--- src/rtl/cpu_branch_resolve_pkg.sv ---
// cpukh_branch_pkg: opcodes, condition codes, flag indices and FSM states for the branch resolver
package cpukh_branch_pkg;
  localparam logic [3:0] OP_BRANCH = 4'b0100;
  localparam logic [3:0] OP_JUMP = 4'b0101;
  localparam logic [3:0] COND_NEVER = 4'd0;
  localparam logic [3:0] COND_ALWAYS = 4'd1;
  localparam logic [3:0] COND_EQ = 4'd2;
  localparam logic [3:0] COND_NE = 4'd3;
  localparam logic [3:0] COND_LT = 4'd4;
  localparam logic [3:0] COND_GE = 4'd5;
  localparam logic [3:0] COND_CS = 4'd6;
  localparam logic [3:0] COND_CC = 4'd7;
  localparam logic [3:0] COND_MI = 4'd8;
  localparam logic [3:0] COND_PL = 4'd9;
  localparam int FLAG_Z = 3;
  localparam int FLAG_N = 2;
  localparam int FLAG_C = 1;
  localparam int FLAG_V = 0;
  typedef enum logic [1:0] {IDLE, EVAL, RESOLVE} state_t;
endpackage

--- src/rtl/cpu_branch_resolve_if.sv ---
// cpu_branch_resolve_if: fetch-side signals shared between the fetch stage and the branch resolver
interface cpu_branch_resolve_if #(parameter int ADDR_W = 32);
  logic en;
  logic LOAD_happened;
  logic [31:0] IR;
  logic [ADDR_W-1:0] PC_IF;
  logic [ADDR_W-1:0] PC_temp;
  logic PC_jump_flag;
  logic busy;
  modport master (output en, LOAD_happened, IR, PC_IF, input PC_temp, PC_jump_flag, busy);
  modport slave (input en, LOAD_happened, IR, PC_IF, output PC_temp, PC_jump_flag, busy);
endinterface

--- src/rtl/cpu_branch_resolve_cond.sv ---
// cpu_branch_cond: combinational branch condition evaluator over {Z,N,C,V}
module cpu_branch_cond
  import cpukh_branch_pkg::*;
(
  input  logic [3:0] cond,
  input  logic [3:0] flags,
  output logic       taken
);
  logic z, n, c, v;
  assign z = flags[FLAG_Z];
  assign n = flags[FLAG_N];
  assign c = flags[FLAG_C];
  assign v = flags[FLAG_V];
  always_comb begin
    taken = cond == COND_ALWAYS ? 1'b1 :
            cond == COND_EQ     ? z :
            cond == COND_NE     ? !z :
            cond == COND_LT     ? (n ^ v) :
            cond == COND_GE     ? !(n ^ v) :
            cond == COND_CS     ? c :
            cond == COND_CC     ? !c :
            cond == COND_MI     ? n :
            cond == COND_PL     ? !n : 1'b0;
  end
endmodule

--- src/rtl/cpu_branch_resolve.sv ---
// cpu_branch_resolve: two-cycle branch/jump resolver feeding PC_temp/PC_jump_flag to fetch
// Optional BRANCH_STATS_EN adds saturating taken/not-taken counters.
module cpu_branch_resolve
  import cpukh_branch_pkg::*;
#(
  parameter int ADDR_W = 32,
  parameter int OFF_W = 24,
  parameter int RADDR_W = 5
) (
  input  logic               clk,
  input  logic               rst,
  cpu_branch_resolve_if.slave fetch,
  input  logic [3:0]         alu_flags,
  output logic [RADDR_W-1:0] jr_addr,
  input  logic [ADDR_W-1:0]  rs_data
`ifdef BRANCH_STATS_EN
  ,
  output logic [31:0]        stat_taken,
  output logic [31:0]        stat_not_taken
`endif
);
  state_t state, state_nx;
  logic [31:0] ir_q;
  logic [ADDR_W-1:0] base_q, rs_q, pc_temp_q, target;
  logic flag_q, cond_taken, taken, is_ctl, is_jump, capture, fire;
  assign is_ctl = fetch.IR[31:28] == OP_BRANCH || fetch.IR[31:28] == OP_JUMP;
  assign capture = state == IDLE && fetch.en && !fetch.LOAD_happened && is_ctl;
  assign fire = state == EVAL && fetch.en && !fetch.LOAD_happened;
  assign is_jump = ir_q[31:28] == OP_JUMP;
  assign jr_addr = fetch.IR[RADDR_W-1:0];
  cpu_branch_cond u_cond (.cond(ir_q[27:24]), .flags(alu_flags), .taken(cond_taken));
  always_comb begin
    target = is_jump ? (ir_q[27] ? rs_q : ADDR_W'(ir_q[26:0]))
                     : base_q + {{(ADDR_W-OFF_W){ir_q[OFF_W-1]}}, ir_q[OFF_W-1:0]};
    taken = is_jump ? 1'b1 : cond_taken;
  end
  // Load stalls win over en: fetch restarts its count, so we must too.
  always_comb begin
    state_nx = fetch.LOAD_happened ? IDLE :
               !fetch.en           ? state :
               state == IDLE       ? (is_ctl ? EVAL : IDLE) :
               state == EVAL       ? RESOLVE : IDLE;
  end
  always_ff @(posedge clk or negedge rst)
    if (!rst) state <= IDLE;
    else state <= state_nx;
  always_ff @(posedge clk or negedge rst)
    if (!rst) begin
      ir_q <= '0;
      base_q <= '0;
      rs_q <= '0;
      pc_temp_q <= '0;
      flag_q <= 1'b0;
    end else begin
      if (capture) begin
        ir_q <= fetch.IR;
        base_q <= fetch.PC_IF - ADDR_W'(1);
        if (fetch.IR[31:28] == OP_JUMP && fetch.IR[27]) rs_q <= rs_data;
      end
      if (fetch.LOAD_happened) flag_q <= 1'b0;
      else if (fire) begin
        pc_temp_q <= target;
        flag_q <= taken;
      end else if (fetch.en && state == RESOLVE) flag_q <= 1'b0;
    end
  assign fetch.PC_temp = pc_temp_q;
  assign fetch.PC_jump_flag = flag_q;
  assign fetch.busy = state != IDLE;
`ifdef BRANCH_STATS_EN
  always_ff @(posedge clk or negedge rst)
    if (!rst) begin
      stat_taken <= '0;
      stat_not_taken <= '0;
    end else if (fire) begin
      if (taken && stat_taken != '1) stat_taken <= stat_taken + 32'd1;
      if (!taken && stat_not_taken != '1) stat_not_taken <= stat_not_taken + 32'd1;
    end
`endif
endmodule

--- src/flat_wrapper.sv ---
// flat-port wrapper written by rule: the top's interface ports become plain ports
module cpu_branch_resolve_flat import cpukh_branch_pkg::*;
#(
  parameter int ADDR_W = 32,
  parameter int OFF_W = 24,
  parameter int RADDR_W = 5
)
  (clk, rst, alu_flags, jr_addr, rs_data, fetch_en, fetch_LOAD_happened, fetch_IR, fetch_PC_IF, fetch_PC_temp, fetch_PC_jump_flag, fetch_busy);
  cpu_branch_resolve_if #(.ADDR_W(ADDR_W)) fetch_i ();
  input  logic clk;
  input  logic rst;
  input  logic [3:0] alu_flags;
  output logic [RADDR_W-1:0] jr_addr;
  input  logic [ADDR_W-1:0] rs_data;
  input wire logic [$bits(fetch_i.en)-1:0] fetch_en;
  input wire logic [$bits(fetch_i.LOAD_happened)-1:0] fetch_LOAD_happened;
  input wire logic [$bits(fetch_i.IR)-1:0] fetch_IR;
  input wire logic [$bits(fetch_i.PC_IF)-1:0] fetch_PC_IF;
  output wire logic [$bits(fetch_i.PC_temp)-1:0] fetch_PC_temp;
  output wire logic [$bits(fetch_i.PC_jump_flag)-1:0] fetch_PC_jump_flag;
  output wire logic [$bits(fetch_i.busy)-1:0] fetch_busy;
  assign fetch_i.en = fetch_en;
  assign fetch_i.LOAD_happened = fetch_LOAD_happened;
  assign fetch_i.IR = fetch_IR;
  assign fetch_i.PC_IF = fetch_PC_IF;
  assign fetch_PC_temp = fetch_i.PC_temp;
  assign fetch_PC_jump_flag = fetch_i.PC_jump_flag;
  assign fetch_busy = fetch_i.busy;
  cpu_branch_resolve #(.ADDR_W(ADDR_W), .OFF_W(OFF_W), .RADDR_W(RADDR_W)) u_core (.clk(clk), .rst(rst), .fetch(fetch_i), .alu_flags(alu_flags), .jr_addr(jr_addr), .rs_data(rs_data));
endmodule
--- config.mk ---
export PLATFORM = sky130hd
export DESIGN_NAME = cpu_branch_resolve_flat
export DESIGN_NICKNAME = d
export VERILOG_FILES = /design/src/rtl/cpu_branch_resolve_pkg.sv /design/src/rtl/cpu_branch_resolve_if.sv /design/src/rtl/cpu_branch_resolve_cond.sv /design/src/rtl/cpu_branch_resolve.sv /design/src/flat_wrapper.sv
export SDC_FILE = /design/constraint.sdc
export NUM_CORES = 1
export LEC_CHECK = 0
export BUFFER_PORTS_ARGS = -buffer_cell sky130_fd_sc_hd__buf_4
export CORE_ASPECT_RATIO = 0.8
export CORE_MARGIN = 4
export CORE_UTILIZATION = 50
export CTS_CLUSTER_SIZE = 24
export DETAILED_ROUTE_END_ITERATION = 12
export GPL_TIMING_DRIVEN = 0
export PLACE_DENSITY_LB_ADDON = 0.1
export SLEW_MARGIN = 20
export SYNTH_ARGS = -nofsm -noshare
export SYNTH_HDL_FRONTEND = slang
export SYNTH_SLANG_ARGS = --single-unit
--- constraint.sdc ---
create_clock -name clk -period 3.4 [get_ports clk]
set_clock_uncertainty 0.15 [all_clocks]
set_input_delay 0.51 -clock clk [delete_from_list [all_inputs] [get_ports clk]]
set_output_delay 0.51 -clock clk [all_outputs]
set_load 0.01 [all_outputs]
==> run metrics, run 1 <==
status complete, no violations; Synth Instances 793; Setup Viol. Count Final 0; number of distinct library cells after synthesis between 70 and 80; Max Clk Rate around 310 MHz; Seq cells post-synth 131; Final Net Count ~1100; FP Rows 40; via/cell ratio 5.59; CTS H-tree lvls 4; Layout Utilization 0.646; first-pass GRT wire length between 30000 and 40000 µm; critical path startpoint category register; Setup TNS Final 0 ns; dpl ws ~0.14 ns; Clock transition at path regs ~0.060 ns; mean area per synthesized cell just under 10 µm²; # diodes 0; Primary FF master, synth dfrtp_1; Slew Limit Headroom 0.355; critical path startpoint u_core.ir_q[15]; TritonCTS buffer count 17; pin count of the biggest net entering global routing just under 70; commonest non-fill, non-tap cell in the layout buf_4; maxcap violations 0; die area between 15000 and 20000 µm²; fillers between 1000 and 1500; HP Class in2reg; Root Buffer clkbuf_16; Yosys top cell area share 0.425; CP arrival 3.38 ns; fin crit period approximately 3.2 ns; Layout area overhead 26.3%; most frequent cells in the layout buf_4, dfrtp_1, nand2_1; switching power total 2180 µW; Final WS setup 0.196 ns; number of flops mapped to enable cells by yosys 0; total routed wirelength roughly 22000 µm; # IOs 143; hpwl dp approximately 16000 µm; clk buf depth 2; Ys Warns 0; post-route antenna net violation count 0; Total Power 6380 µW; final hold vios 0; worst r2r path cells 11; register area share after synthesis 0.425; Worst Path Required roughly 3.6 ns; Sequential Power Share 0.336; Synth area leader dfrtp_1; core area approximately 15000 µm²; clock latency at the later pin of the worst-skew pair approximately 0.43 ns; Pre-antenna DRT Iters 5; FF-to-FF End u_core.fetch.PC_temp[30]; clock share of power 0.311; vias in the first global route about 6500; CTS tree done; GRT Residual Overflow 0; Slew @ Worst Pin slightly below 1 ns; Max VDD drop 0.384 mV; RSZ-0062 raised after global routing false; launch point of the worst reg-to-reg path u_core.ir_q[15]; Logic pwr share 0.354; pwr/cell area 656 nW/µm²; crit end category register; GP Congestion approximately 0.93; Detailed Route Iter0 Violations ~500; synth top area cells dfrtp_1, mux2_2, o21ai_0; Clock Sinks 131; FF/Latch Area 3280 µm²; P_int approximately 4200 µW; CP Max Fanout 8; Setup crit end u_core.fetch.PC_temp[30]; proportion of layout cells with a drive suffix above 1 0.268; async set or reset register ratio after synthesis 1.00; initial antenna violation count 0; Setup CP Type reg2reg; static leakage between 0.004 and 0.005 µW; placed cell areas between 9000 and 10000 µm²; Finished Cell Area 9730 µm²; wire per inst between 15 and 20 µm; area of the mapped netlist between 7000 and 8000 µm²; Multi-input gate area 4200 µm²; R2R setup slack ~0.2 ns; initial core utilization 0.511; Die Wd roughly 150 µm; hold depth 2; Vias about 6600; Die Y 119 µm; GRT Util Overall 0.251; Synthesized Nets between 900 and 1000; Remaining DRCs 0; # port buffers about 140; Final Max Tran Viols 0; Net Sw Frac 0.342; Tcrit/Tclk final 0.942
[area by class of cell]
cell class / count / share of cell area
buffer: 44 / 0.0197
clock buffer: 23 / 0.0501
clock inverter: 9 / 0.0154
inverter: 12 / 0.00463
multi-input combinational: 606 / 0.432
sequential: 131 / 0.337
tap: 210 / 0.0270
timing repair buffer: 144 / 0.114
[per-layer routing]
metal	up-vias	GRT usage	share of wire
met2	252	0.389	0.45
met3	35	0.0601	0.072
met5	-	0	0
li1	3157	-	-
met4	0	0.0817	0.020
met1	3152	0.348	0.46
[synthesized netlist by cell type (13+ instances only)]
library cell and instances:
dfrtp_1 131, nand2_1 92, o21ai_0 81, mux2_2 63
nor2_1 50, a21oi_1 47, clkbuf_1 36, xnor2_1 35
ha_1 32, mux2i_1 24, xor2_1 21, nor3_1 16
nand2b_1 13
[power by group through the flow]
stage | Clock [µW] | Combinational (µW) | Sequential (µW)
6_report | 1980 | 2260 | 2140
4_1_cts | 2000 | 2220 | 2140
2_1_floorplan | 0 | 1450 | 2120
3_3_place_gp | 0 | 2160 | 2160
3_5_place_dp | 0 | 2200 | 2160
5_1_grt | 2080 | 2490 | 2180
[sequential cells by signal, summed over array words and instances (netlist names)]
register and flops:
u_core.base_q 32, u_core.fetch.PC_temp 32, u_core.ir_q 32, u_core.rs_q 32, u_core.state 2, u_core.fetch.PC_jump_flag 1
[per-stage QoR]
step	std cells	hold slack, ns
global route	1179	0.104
finish	1179	0.119
CTS	1179	0.108
detailed placement	1146	0.322
global placement	1145	0.316
floorplan	793	0.0644
[cell families (layout without fill, tap and decap cells)]
| family | Yosys count | after routing | share of synthesized area |
|---|---|---|---|
| buf+inv | 56 | 232 | 0.0307 |
| xor+xnor | 56 | 56 | 0.0637 |
| fa+ha+maj | 33 | 33 | 0.0546 |
| compound gates | 201 | 201 | 0.158 |
| mux | 87 | 87 | 0.123 |
| flops | 131 | 131 | 0.425 |
| simple gates | 229 | 229 | 0.145 |
[what timing repair did]
| item | in CTS | in global routing |
|---|---|---|
| endpoints found under the hold margin | 66 | 0 |
| setup buffers | 0 | 0 |
| gates resized for setup | 0 | 4 |
| setup endpoints to repair | 0 | 3 |
| hold buffers | 1 | 0 |
[critical path: stages (launching register included)]
cell      delay [ns]
dfrtp_1         0.40
ha_1            0.29
buf_6           0.14
a211oi_2        0.16
nor2_1          0.09
or4_1           0.42
and3_1          0.19
a31o_1          0.25
a311oi_2        0.41
o21ai_0         0.16
xnor2_1         0.15
a221oi_1        0.29
[worst min-delay path by stage]
stage                        startpoint          endpoint  slack [ns]
global placement        u_core.ir_q[30]   u_core.ir_q[30]        0.32
floorplan                           rst  u_core.base_q[0]        0.06
global route        fetch_LOAD_happened   u_core.state[1]        0.10
detailed placement      u_core.ir_q[30]   u_core.ir_q[30]        0.32
finish              fetch_LOAD_happened   u_core.state[1]        0.12
CTS                 fetch_LOAD_happened   u_core.state[1]        0.11
Note: power is estimated with default switching activity, not from simulation.
==> run 2, diff against run 1 <==
- CTS_BUF_LIST: not set -> sky130_fd_sc_hd__clkbuf_4 sky130_fd_sc_hd__clkbuf_8 sky130_fd_sc_hd__clkbuf_16
==> run 2 against run 1 <==
Against the previous run: fmax up 0.42%; highest routed layer unchanged; wire length up 0.23%; largest power group unchanged; register-to-register slack about the same; die area unchanged.
==> run metrics, run 2 (synthesis gave the netlist of run 1 again) <==
HP Start fetch_LOAD_happened; GRT Util Overall 0.251 (+0.000409); Pre-antenna DRT Iters 5 (unchanged); critical path startpoint u_core.ir_q[15]; FP Rows 40 (unchanged); Setup CP Type reg2reg; die area 17500 µm² (unchanged); Worst Path Required 3.57 ns (about the same); most frequent cells in the layout buf_4, dfrtp_1, nand2_1; Max Clk Rate 313 MHz (+0.42%); Tcrit/Tclk final 0.939 (-0.00393); CP Max Fanout 8 (unchanged); pin count of the biggest net entering global routing 68 (unchanged); Multi-input gate area 4200 µm² (unchanged); vias in the first global route 6460 (+0.093%); Clock transition at path regs 0.06 ns (about the same); Slew Limit Headroom 0.356 (+0.000710); Slew @ Worst Pin 0.966 ns (-0.00107 ns); status complete, no violations; Final Max Tran Viols 0 (unchanged); Root Buffer clkbuf_16; Clock Sinks 131 (unchanged); initial antenna violation count 0 (unchanged); FF/Latch Area 3280 µm² (unchanged); maxcap violations 0 (unchanged); hpwl dp 16000 µm (unchanged); commonest non-fill, non-tap cell in the layout buf_4; Total Power 6390 µW (+0.22%); fillers 1271 (+0.16%); met2 wire length 9890 µm (+0.16%); via/cell ratio 5.59 (about the same); initial core utilization 0.511 (unchanged); clock latency at the later pin of the worst-skew pair 0.43 ns (about the same); Detailed Route Iter0 Violations 550 (+8.1%); fin crit period 3.19 ns (-0.0134 ns); proportion of layout cells with a drive suffix above 1 0.270 (+0.00206); Max VDD drop 0.386 mV (+0.61%); Final Net Count 1093 (unchanged); critical path startpoint category register; final hold vios 0 (unchanged); GP Congestion 0.933 (unchanged); CTS H-tree lvls 4 (unchanged); highest routed metal layer met4; wire per inst 18.6 µm (+0.23%); post-route antenna net violation count 0 (unchanged); first-pass GRT wire length 34100 µm (+0.16%); core area 15100 µm² (unchanged); Setup Viol. Count Final 0 (unchanged); crit end category register; routed wl met3 1860 µm (+19%); Remaining DRCs 0 (unchanged); Die Wd 147 µm (unchanged); TritonCTS buffer count 17 (unchanged); # port buffers 142 (unchanged); RSZ-0062 raised after global routing false; GRT Residual Overflow 0 (unchanged); total routed wirelength 21900 µm (+0.23%); Setup TNS Final 0 ns (unchanged); static leakage 0.00448 µW (+0.15%); CP arrival 3.37 ns (about the same); Layout area overhead 26.4% (about the same); clk buf depth 2 (unchanged); met1 WL 9740 µm (-2.3%); # IOs 143 (unchanged); HP Class in2reg; # diodes 0 (unchanged); CTS tree done; Vias 6595 (-0.015%); Die Y 119 µm (unchanged); pwr/cell area 656 nW/µm² (+0.14%); launch point of the worst reg-to-reg path u_core.ir_q[15]
-- run 2: changes by cell type in the layout (fill, tap and decap cells not counted) --
cell | before | now
clkbuf_1 | 38 | 36
clkbuf_4 | 0 | 2
-- run 2: layer usage --
layer | vias up | global-route usage
li1 | 3161 | -
met1 | 3131 | 0.349
met2 | 272 | 0.390
met3 | 31 | 0.0601
met4 | 0 | 0.0817
met5 | - | 0
-- run 2: cell type report --
type                    count  share of cell area
multi-input cells         606               0.432
flip-flops and latches    131               0.337
repair buffers            144               0.114
clock buffers              23              0.0509
well taps                 210              0.0270
plain buffers              44              0.0197
clock inverters             9              0.0154
inverters                  12             0.00463
-- run 2: path summary, 6_finish.rpt --
| kind | slack, ns | to | cells after the start |
|---|---|---|---|
| hold / removal | 0.12 | u_core.state[1] | 2 |
| setup / recovery | 0.21 | u_core.fetch.PC_temp[30] | 11 |
| setup reg to reg | 0.21 | u_core.fetch.PC_temp[30] | 11 |
| min in group asynchronous | 0.47 | u_core.rs_q[25] | 2 |
| max in group asynchronous | 1.94 | u_core.base_q[7] | 3 |
| hold reg to reg | 0.34 | u_core.fetch.PC_temp[10] | 2 |
-- run 2: where the power goes --
part	internal (µW)	switching, µW
clock network	1320	679
registers	1880	258
logic	1020	1240
total	4220	2180
-- run 2: worst max-delay path, cell delays in order, from the launching register on --
cell	delay, ns
dfrtp_1	0.40
ha_1	0.29
buf_6	0.14
a211oi_2	0.16
nor2_1	0.08
or4_1	0.42
and3_1	0.19
a31o_1	0.25
a311oi_2	0.41
o21ai_0	0.16
xnor2_1	0.15
a221oi_1	0.28
-- run 2: metrics by stage --
step | worst slack (ns) | hold slack, ns | std cells | area (µm²) | utilization
final | 0.209 | 0.120 | 1179 | 9740 | 0.646
after floorplan | 0.501 | 0.0644 | 793 | 7700 | -
after detailed placement | 0.140 | 0.322 | 1146 | 9070 | 0.602
after global placement | 0.171 | 0.316 | 1145 | 9030 | 0.600
after global routing | 0.0400 | 0.104 | 1179 | 9740 | 0.646
after CTS | 0.147 | 0.108 | 1179 | 9720 | 0.646
-- run 2: repair_timing --
item	CTS	global route
buffers inserted	0	0
hold buffers	1	0
endpoints found under the hold margin	66	0
endpoints found under the setup margin	0	3
gates resized for setup	0	4
==> run 3, diff against run 2 <==
- MAX_ROUTING_LAYER: not set -> met4
==> run 3 against run 2 <==
Against the previous run: final cell count unchanged; power fell by 0.18%; worst setup slack worse by 0.020 ns; sequential share of layout area about the same; largest power group unchanged.
==> run metrics, run 3 (synthesis gave the netlist of run 1 again) <==
status complete, no violations; Max Clk Rate 311 MHz (-0.62%); Crit-path slowest cell or4_1; clk buf depth 2 (unchanged); FP Rows 40 (unchanged); Layout area overhead 26.3%; GP Congestion 0.937 (+0.40%); Die Y 119 µm (unchanged); CP peak stage delay 0.42 ns (about the same); hpwl dp 16200 µm (+1.3%); Setup CP Type reg2reg; GRT Residual Overflow 0 (unchanged); fin crit period 3.21 ns (+0.0200 ns); Slew Limit Headroom 0.339 (-0.0170); Root Buffer clkbuf_16; Vias 6639 (+0.67%); RSZ-0062 raised after global routing false; initial antenna violation count 0 (unchanged); Worst Path Required 3.57 ns (about the same); Clock transition at path regs 0.06 ns (about the same); die area 17500 µm² (unchanged); Final WS setup 0.189 ns (-0.0200 ns); Slew @ Worst Pin 0.991 ns (+0.0255 ns); Tcrit/Tclk final 0.944 (+0.00589); R2R setup slack 0.19 ns (-0.02 ns); wire per inst 18.8 µm (+1.1%); TritonCTS buffer count 17 (unchanged); critical path startpoint category register; CP arrival 3.38 ns (about the same); static leakage 0.00448 µW (about the same); proportion of layout cells with a drive suffix above 1 0.270 (unchanged); Pre-antenna DRT Iters 5 (unchanged); commonest non-fill, non-tap cell in the layout buf_4; Setup Viol. Count Final 0 (unchanged); CP Cell Sequence ha_1 -> buf_6 -> a211oi_2 -> nor2_1 -> or4_1 -> and3_1 -> a31o_1 -> a311oi_4 -> o21ai_0 -> xnor2_1 -> a221oi_1; CTS tree done; via/cell ratio 5.63 (+0.67%); CP Max Fanout 8 (unchanged); clock latency at the later pin of the worst-skew pair 0.43 ns (about the same); CTS H-tree lvls 4 (unchanged); Clock Sinks 131 (unchanged); Detailed Route Iter0 Violations 491 (-11%); # diodes 0 (unchanged); pin count of the biggest net entering global routing 69 (+1.5%); pwr/cell area 656 nW/µm² (about the same); post-route antenna net violation count 0 (unchanged); most frequent cells in the layout buf_4, dfrtp_1, nand2_1; vias in the first global route 6498 (+0.59%); # IOs 143 (unchanged); GRT Util Overall 0.265 (+0.0140); Total Power 6380 µW (-0.18%); core area 15100 µm² (unchanged); first-pass GRT wire length 34900 µm (+2.4%); dpl ws 0.0636 ns (-0.0759 ns); # port buffers 142 (unchanged); Remaining DRCs 0 (unchanged); Max VDD drop 0.364 mV (-5.7%); crit end category register; Setup TNS Final 0 ns (unchanged); placed cell areas 9070 µm² (unchanged); Final Max Tran Viols 0 (unchanged); maxcap violations 0 (unchanged); final hold vios 0 (unchanged); initial core utilization 0.511 (unchanged); total routed wirelength 22100 µm (+1.1%); Finished Cell Area 9730 µm² (-0.10%); fillers 1321 (+3.9%); HP Class in2reg; Die Wd 147 µm (unchanged); Final Net Count 1093 (unchanged)
run 3: power breakdown:
| part | internal, µW | switching [µW] | leakage (µW) |
|---|---|---|---|
| registers | 1880 | 264 | 0.00169 |
| clock network | 1270 | 690 | 0.000312 |
| logic | 1020 | 1250 | 0.00248 |
| total | 4170 | 2210 | 0.00448 |
run 3: worst paths after layout:
kind                                           from                        to  depth (start not counted)
min in group asynchronous                       rst           u_core.ir_q[22]                          2
worst min-delay path            fetch_LOAD_happened           u_core.state[1]                          2
worst max register to register      u_core.ir_q[15]  u_core.fetch.PC_temp[30]                         11
worst max-delay path                u_core.ir_q[15]  u_core.fetch.PC_temp[30]                         11
worst min register to register    u_core.base_q[16]         u_core.base_q[16]                          2
max in group asynchronous                       rst          u_core.base_q[7]                          3
run 3: worst max-delay path: cells and delay by family (launching register included):
kind                       cells  cell delay [ns]
AOI/OAI and AO/OA              5             1.26
and+or+nand+nor                3             0.69
DFF                            1             0.40
adders and majority gates      1             0.29
xor gates and xnor gates       1             0.16
buffers and inverters          1             0.14
run 3: final cells by class:
cell class              count  area, µm²  area share
plain buffers              44        191      0.0197
clock buffers              22        469      0.0482
clock inverters            10        156      0.0161
inverters                  12       45.0     0.00463
multi-input cells         606       4210       0.433
flip-flops and latches    131       3280       0.337
well taps                 210        263      0.0270
repair buffers            144       1110       0.114
run 3: what timing repair did:
item | 4_1_cts | 5_1_grt
resized for setup | 0 | 5
endpoints found under the setup margin | 0 | 5
setup buffers | 0 | 0
hold buffers | 1 | 0
hold endpoints to repair | 63 | 0
run 3: stage by stage:
stage / hold WS [ns] / utilization / std cells
floorplan: 0.0644 / - / 793
global placement: 0.321 / 0.600 / 1145
detailed placement: 0.328 / 0.602 / 1146
CTS: 0.112 / 0.644 / 1179
global route: 0.124 / 0.646 / 1179
finish: 0.117 / 0.646 / 1179
run 3: layer usage:
layer  global-route usage  share of wire  wire length [µm]
met5                    -              0                 0
met4               0.0787          0.021               461
met3               0.0654          0.071              1570
met1                0.365           0.46             10300
met2                0.392           0.44              9830
